## src/rtl/multicycle_control_fsm.sv

```systemverilog
// Multicycle MIPS main control FSM: sequences fetch/decode/execute/memory/writeback over a
// shared memory with a mem_ready handshake and wait timeout. Optional macro: CTRL_ILLEGAL_TRAP_EN.
module multicycle_control_fsm #(
  parameter int ALU_OP_W = 2,
  parameter int WAIT_MAX = 15
) (
  input  logic                clk,
  input  logic                rst_n,
  input  logic [5:0]          opcode,
  input  logic                mem_ready,
  output logic                pc_write,
  output logic                pc_write_cond,
  output logic                zero_inv,
  output logic [1:0]          pc_src,
  output logic                i_or_d,
  output logic                mem_read,
  output logic                mem_write,
  output logic                ir_write,
  output logic                reg_dst,
  output logic                mem_to_reg,
  output logic                reg_write,
  output logic                alu_src_a,
  output logic [1:0]          alu_src_b,
  output logic [ALU_OP_W-1:0] alu_op,
  output logic                instr_done,
  output logic                bus_err,
  output logic                illegal
);

  localparam logic [5:0] OP_R    = 6'h00;
  localparam logic [5:0] OP_LW   = 6'h23;
  localparam logic [5:0] OP_SW   = 6'h2B;
  localparam logic [5:0] OP_BEQ  = 6'h04;
  localparam logic [5:0] OP_BNE  = 6'h05;
  localparam logic [5:0] OP_J    = 6'h02;
  localparam logic [5:0] OP_ADDI = 6'h08;

  localparam logic [1:0] ALU_ADD   = 2'b00;
  localparam logic [1:0] ALU_SUB   = 2'b01;
  localparam logic [1:0] ALU_FUNCT = 2'b10;

  localparam logic [7:0] WAIT_LIM = 8'(WAIT_MAX);

  typedef enum logic [3:0] {
    S_FETCH, S_DECODE, S_MEM_ADDR, S_MEM_RD, S_MEM_WB, S_MEM_WR, S_EXEC,
    S_R_WB, S_ADDI_EX, S_ADDI_WB, S_BRANCH, S_JUMP, S_HALT, S_TRAP
  } state_t;

  state_t     r_state;
  state_t     w_next;
  logic [7:0] r_wait_cnt;
  logic       r_bus_err;
  logic       r_is_sw;
  logic       r_is_bne;
  logic       w_wait_state;
  logic       w_timeout;

  logic       w_pc_write, w_pc_write_cond, w_zero_inv, w_i_or_d, w_mem_read;
  logic       w_mem_write, w_ir_write, w_reg_dst, w_mem_to_reg, w_reg_write;
  logic       w_alu_src_a, w_instr_done;
  logic [1:0] w_pc_src, w_alu_src_b, w_alu_op;

  assign w_wait_state = (r_state == S_FETCH) || (r_state == S_MEM_RD) || (r_state == S_MEM_WR);
  // mem_ready arriving on the limit cycle wins over the timeout
  assign w_timeout    = w_wait_state && !mem_ready && (r_wait_cnt == WAIT_LIM);

  always_comb begin
    w_next = r_state;
    case (r_state)
      S_FETCH:    if (mem_ready) w_next = S_DECODE;
      S_DECODE: begin
        case (opcode)
          OP_LW, OP_SW:   w_next = S_MEM_ADDR;
          OP_R:           w_next = S_EXEC;
          OP_BEQ, OP_BNE: w_next = S_BRANCH;
          OP_J:           w_next = S_JUMP;
          OP_ADDI:        w_next = S_ADDI_EX;
`ifdef CTRL_ILLEGAL_TRAP_EN
          default:        w_next = S_TRAP;
`else
          default:        w_next = S_FETCH;
`endif
        endcase
      end
      S_MEM_ADDR: w_next = r_is_sw ? S_MEM_WR : S_MEM_RD;
      S_MEM_RD:   if (mem_ready) w_next = S_MEM_WB;
      S_MEM_WB:   w_next = S_FETCH;
      S_MEM_WR:   if (mem_ready) w_next = S_FETCH;
      S_EXEC:     w_next = S_R_WB;
      S_R_WB:     w_next = S_FETCH;
      S_ADDI_EX:  w_next = S_ADDI_WB;
      S_ADDI_WB:  w_next = S_FETCH;
      S_BRANCH:   w_next = S_FETCH;
      S_JUMP:     w_next = S_FETCH;
      S_HALT:     w_next = S_HALT;
      S_TRAP:     w_next = S_TRAP;
      default:    w_next = S_FETCH;
    endcase
    if (w_timeout) w_next = S_HALT;
  end

  always_ff @(posedge clk or negedge rst_n) begin
    if (!rst_n) begin
      r_state    <= S_FETCH;
      r_wait_cnt <= 8'd0;
      r_bus_err  <= 1'b0;
      r_is_sw    <= 1'b0;
      r_is_bne   <= 1'b0;
    end else begin
      r_state <= w_next;
      if (w_next != r_state)
        r_wait_cnt <= 8'd0;
      else if (w_wait_state && !mem_ready)
        r_wait_cnt <= r_wait_cnt + 8'd1;
      if (w_timeout)
        r_bus_err <= 1'b1;
      // IR is stable after fetch; latch what later states need from it
      if (r_state == S_DECODE) begin
        r_is_sw  <= (opcode == OP_SW);
        r_is_bne <= opcode[0];
      end
    end
  end

`ifdef CTRL_ILLEGAL_TRAP_EN
  logic r_illegal;
  always_ff @(posedge clk or negedge rst_n) begin
    if (!rst_n)
      r_illegal <= 1'b0;
    else if (w_next == S_TRAP)
      r_illegal <= 1'b1;
  end
  assign illegal = r_illegal & rst_n;
`else
  assign illegal = 1'b0;
`endif

  always_comb begin
    w_pc_write      = 1'b0;
    w_pc_write_cond = 1'b0;
    w_zero_inv      = 1'b0;
    w_pc_src        = 2'b00;
    w_i_or_d        = 1'b0;
    w_mem_read      = 1'b0;
    w_mem_write     = 1'b0;
    w_ir_write      = 1'b0;
    w_reg_dst       = 1'b0;
    w_mem_to_reg    = 1'b0;
    w_reg_write     = 1'b0;
    w_alu_src_a     = 1'b0;
    w_alu_src_b     = 2'b00;
    w_alu_op        = ALU_ADD;
    w_instr_done    = 1'b0;
    case (r_state)
      S_FETCH: begin
        w_mem_read  = 1'b1;
        w_alu_src_b = 2'b01;
        w_ir_write  = mem_ready;
        w_pc_write  = mem_ready;
      end
      S_DECODE: begin
        w_alu_src_b = 2'b11;
`ifndef CTRL_ILLEGAL_TRAP_EN
        w_instr_done = !(opcode inside {OP_R, OP_LW, OP_SW, OP_BEQ, OP_BNE, OP_J, OP_ADDI});
`endif
      end
      S_MEM_ADDR: begin
        w_alu_src_a = 1'b1;
        w_alu_src_b = 2'b10;
      end
      S_MEM_RD: begin
        w_mem_read = 1'b1;
        w_i_or_d   = 1'b1;
      end
      S_MEM_WB: begin
        w_reg_write  = 1'b1;
        w_mem_to_reg = 1'b1;
        w_instr_done = 1'b1;
      end
      S_MEM_WR: begin
        w_mem_write  = 1'b1;
        w_i_or_d     = 1'b1;
        w_instr_done = mem_ready;
      end
      S_EXEC: begin
        w_alu_src_a = 1'b1;
        w_alu_op    = ALU_FUNCT;
      end
      S_R_WB: begin
        w_reg_write  = 1'b1;
        w_reg_dst    = 1'b1;
        w_instr_done = 1'b1;
      end
      S_ADDI_EX: begin
        w_alu_src_a = 1'b1;
        w_alu_src_b = 2'b10;
      end
      S_ADDI_WB: begin
        w_reg_write  = 1'b1;
        w_instr_done = 1'b1;
      end
      S_BRANCH: begin
        w_alu_src_a     = 1'b1;
        w_alu_op        = ALU_SUB;
        w_pc_write_cond = 1'b1;
        w_pc_src        = 2'b01;
        w_zero_inv      = r_is_bne;
        w_instr_done    = 1'b1;
      end
      S_JUMP: begin
        w_pc_write   = 1'b1;
        w_pc_src     = 2'b10;
        w_instr_done = 1'b1;
      end
      default: ;
    endcase
  end

  // Outputs are forced low combinationally so a reset cuts any in-flight write at once
  assign pc_write      = w_pc_write & rst_n;
  assign pc_write_cond = w_pc_write_cond & rst_n;
  assign zero_inv      = w_zero_inv & rst_n;
  assign pc_src        = w_pc_src & {2{rst_n}};
  assign i_or_d        = w_i_or_d & rst_n;
  assign mem_read      = w_mem_read & rst_n;
  assign mem_write     = w_mem_write & rst_n;
  assign ir_write      = w_ir_write & rst_n;
  assign reg_dst       = w_reg_dst & rst_n;
  assign mem_to_reg    = w_mem_to_reg & rst_n;
  assign reg_write     = w_reg_write & rst_n;
  assign alu_src_a     = w_alu_src_a & rst_n;
  assign alu_src_b     = w_alu_src_b & {2{rst_n}};
  assign alu_op        = rst_n ? ALU_OP_W'(w_alu_op) : '0;
  assign instr_done    = w_instr_done & rst_n;
  assign bus_err       = r_bus_err & rst_n;

endmodule

```

## config.mk

```make
export PLATFORM = sky130hd
export DESIGN_NAME = multicycle_control_fsm
export DESIGN_NICKNAME = d
export VERILOG_FILES = /design/src/rtl/multicycle_control_fsm.sv
export SDC_FILE = /design/constraint.sdc
export NUM_CORES = 1
export LEC_CHECK = 0
export CAP_MARGIN = 10
export CORE_UTILIZATION = 40
export CTS_CLUSTER_DIAMETER = 120
export CTS_CLUSTER_SIZE = 12
export DETAILED_ROUTE_END_ITERATION = 10
export PLACE_DENSITY = 0.69
export SLEW_MARGIN = 20
export SYNTH_ARGS = -nofsm -noshare
export SYNTH_HDL_FRONTEND = slang
export SYNTH_SLANG_ARGS = --single-unit
```

## constraint.sdc

```tcl
create_clock -name clk -period 5.63 [get_ports clk]
set_input_delay 1.126 -clock clk [delete_from_list [all_inputs] [get_ports clk]]
set_output_delay 1.126 -clock clk [all_outputs]
set_load 0.05 [all_outputs]
```

==> results.cfg <==
[place]
io_buffers = 27
gp_congestion = 0.8300
post-place-cells = 243
dp_hpwl_um = 2349
place_ws_ps = 866.5

[cts]
cts_resized = 0
clk_latency_ps = 250
cts_tree = built
htreeDepth = 1
clockBufferDepth = 2
cts_buffers = 3
postCtsSetupBuffers = 0
clock-sinks = 15
cts_root_buf = clkbuf_8
hold_buffers = 0
path_clk_slew_ps = 60

[routing]
num_vias = 1318
drc = 0
via_per_inst = 5.336
drt_first_pass_iters = 4
detail-route-antenna-nets = 0
drtIter0Drc = 43
wl_per_cell_um = 12.93
wl_um = 3193

[sta]
slew_headroom_pct = 50.49
setup-tns-final_ps = 0
skew_ps = 1.552
slew_viol_final = 0
worstMarginPinSlew_ps = 742.6
fin_ws_ps = 883.7
fin_crit_sh_pct = 84.30
setup_viol = 0
fmax_mhz = 210.7
grt_setup_unrepaired = no
hold_viol = 0
post-route-min-period_ps = 4746

[layout]
fin_util_pct = 50.89
final_nets = 212
fillers = 320
area_growth_syn_to_layout_pct = 17.94
drive_gt1_share_pct = 14.43
seq_area_sq_um = 375.4
multi_input_area_sq_um = 968.4
diodes = 0
layoutNonFillerInstCount = 247

[logic_synthesis]
synth_top_area_cell = dfrtp_1
ys_ff_latch = 15
yosysUniqueCellTypes = 60
synth.avg_cell_area_sq_um = 8.297
async_flop_share_pct = 100.0
synthFlopType = dfrtp_1
syn_nets = 189
netlist_area_sq_um = 1485
synth_top_area_share_pct = 25.27
synth_edf_count = 0
yosys_warnings = 0
synth.area.top_cells = dfrtp_1, nand2_1, nor2_1, nor3_1, clkbuf_8
ys_seq_area_share_pct = 25.27
syn_inst = 179

[critical_path]
cpMostUsedCell = clkdlybuf4s50_1
r2r_slack_ps = 3090
path_buf_inv = 2
r2r_start = r_state[0]$_DFF_PN0_
crit_slowest_cell = clkdlybuf4s50_1
startpoint_type = input pin
required_ps = 4500
crit_chain = clkdlybuf4s50_1 -> xor2_1 -> a22oi_1 -> nor3_1 -> or4_1 -> a21boi_0 -> clkdlybuf4s50_1
end_kind = output port
path_class = in2out
cpPeakStageDelay_ps = 830
cp_max_fo = 6
rr_endpoint = r_wait_cnt[0]$_DFFE_PN0P_
cp.arrival_ps = 3620
crit_family = buffers and inverters
r2r_cells = 6

[floorplanning]
dieHeight_um = 62.94
dieArea_sq_um = 3961
io_pins = 29
num_rows = 21
initial_core_util_pct = 43.15
die_w_um = 62.94
placeableCoreArea_sq_um = 3442

[worst_hold_path]
worstHoldPathCells = 1
whs_endpoint = r_bus_err$_DFFE_PN0P_
hold_start = r_bus_err$_DFFE_PN0P_
hold_path.class = reg2reg

[grt]
grt_pass1_wl_um = 5485
grt_pass1_vias = 1206
antenna_found_initial = 0
grt_overflow_total = 0
grt_start_max_net_pins = 27
track_usage_pct = 17.10

[run]
cap_violations = 0

[power_and_ir_drop]
ir_worst_vdd_mv = 0.2699
pwr_density_cell_nw_per_um2 = 380.5
power.leakage_uw = 0.0007536

[outcome]
run_status = completed
where the power goes:
part           leakage [uW]  switching [uW]  internal, uW
Combinational      0.000523             243           166
Clock             0.0000255            40.5          49.0
Sequential         0.000205            44.4           123
state kept, by name (all words and copies together), names as in the netlist:
| register | cells |
|---|---|
| r_is_sw | 1 |
| r_bus_err | 1 |
| r_state | 4 |
| r_wait_cnt | 8 |
| r_is_bne | 1 |
worst register-to-register path, stage by stage, from the launching register on:
cell and delay, ps:
dfrtp_1 820, xnor2_1 260, a22oi_4 360, nor3_4 110, o41ai_2 370, nand4_2 280, nor3_1 260
kinds of logic after synthesis:
group                    share of synthesized area (%)
XOR/XNOR                                         7.751
flip-flops                                       25.27
AO/OA/AOI/OAI                                    17.27
adder cells (fa/ha/maj)                         0.8423
AND/OR/NAND/NOR                                  37.57
buffers and inverters                            9.519
multiplexers                                     1.516
other                                           0.2525
cell type report:
cell class / count / share of cell area (%)
Clock buffer: 3 / 2.357
Clock inverter: 1 / 0.2857
Inverter: 5 / 1.071
Multi-Input combinational cell: 148 / 55.29
Sequential cell: 15 / 21.43
Tap cell: 46 / 3.286
Timing Repair Buffer: 29 / 16.29
metrics by stage:
| stage | area [sq um] | total power (uW) | hold slack [ps] |
|---|---|---|---|
| global placement | 1705 | 576.7 | 444.5 |
| detailed placement | 1705 | 577.0 | 447.2 |
| global route | 1752 | 714.1 | 492.4 |
| finish | 1752 | 666.4 | 458.7 |
| floorplan | 1485 | 518.2 | 430.9 |
| CTS | 1752 | 670.0 | 462.8 |
cells in the final DEF (no fill, tap or decap), drive strengths merged, types with 2 or more instances in the layout:
master,n
a21oi,9
a22oi,2
and2,4
buf,2
clkbuf,3
clkdlybuf4s50,27
dfrtp,15
inv,5
mux2,2
nand2,25
nand3,5
nand3b,2
nor2,23
nor2b,4
nor3,15
nor3b,3
nor4b,2
o21ai,7
o22ai,2
o31ai,2
o41ai,2
or2,3
or4,2
or4b,2
xnor2,4
xor2,7
how the worst max path moves through the flow:
stage | from | end | cells past startpoint
5_1_grt | opcode[1] | instr_done | 7
3_3_place_gp | opcode[1] | instr_done | 7
6_report | opcode[1] | instr_done | 7
3_5_place_dp | opcode[1] | instr_done | 7
2_1_floorplan | opcode[1] | instr_done | 5
4_1_cts | opcode[1] | instr_done | 7
cell usage after synthesis, drive strengths merged, types with 3 or more instances:
cell type and count:
a21oi 9, and2 4, buf 6, clkbuf 5, dfrtp 15, inv 5, nand2 25, nand3 5
nor2 23, nor2b 4, nor3 15, nor3b 3, o21ai 7, or2 3, xnor2 4, xor2 7
routing by layer:
metal | wire (um) | up-vias | track usage (%)
met1 | 1618 | 615 | 23.73
met2 | 1498 | 20 | 27.69
met5 | 0 | - | 0
met4 | 0 | 0 | 4.360
met3 | 76 | 0 | 2.190
li1 | - | 683 | -
No activity file was read; power rests on OpenSTA's default activity.
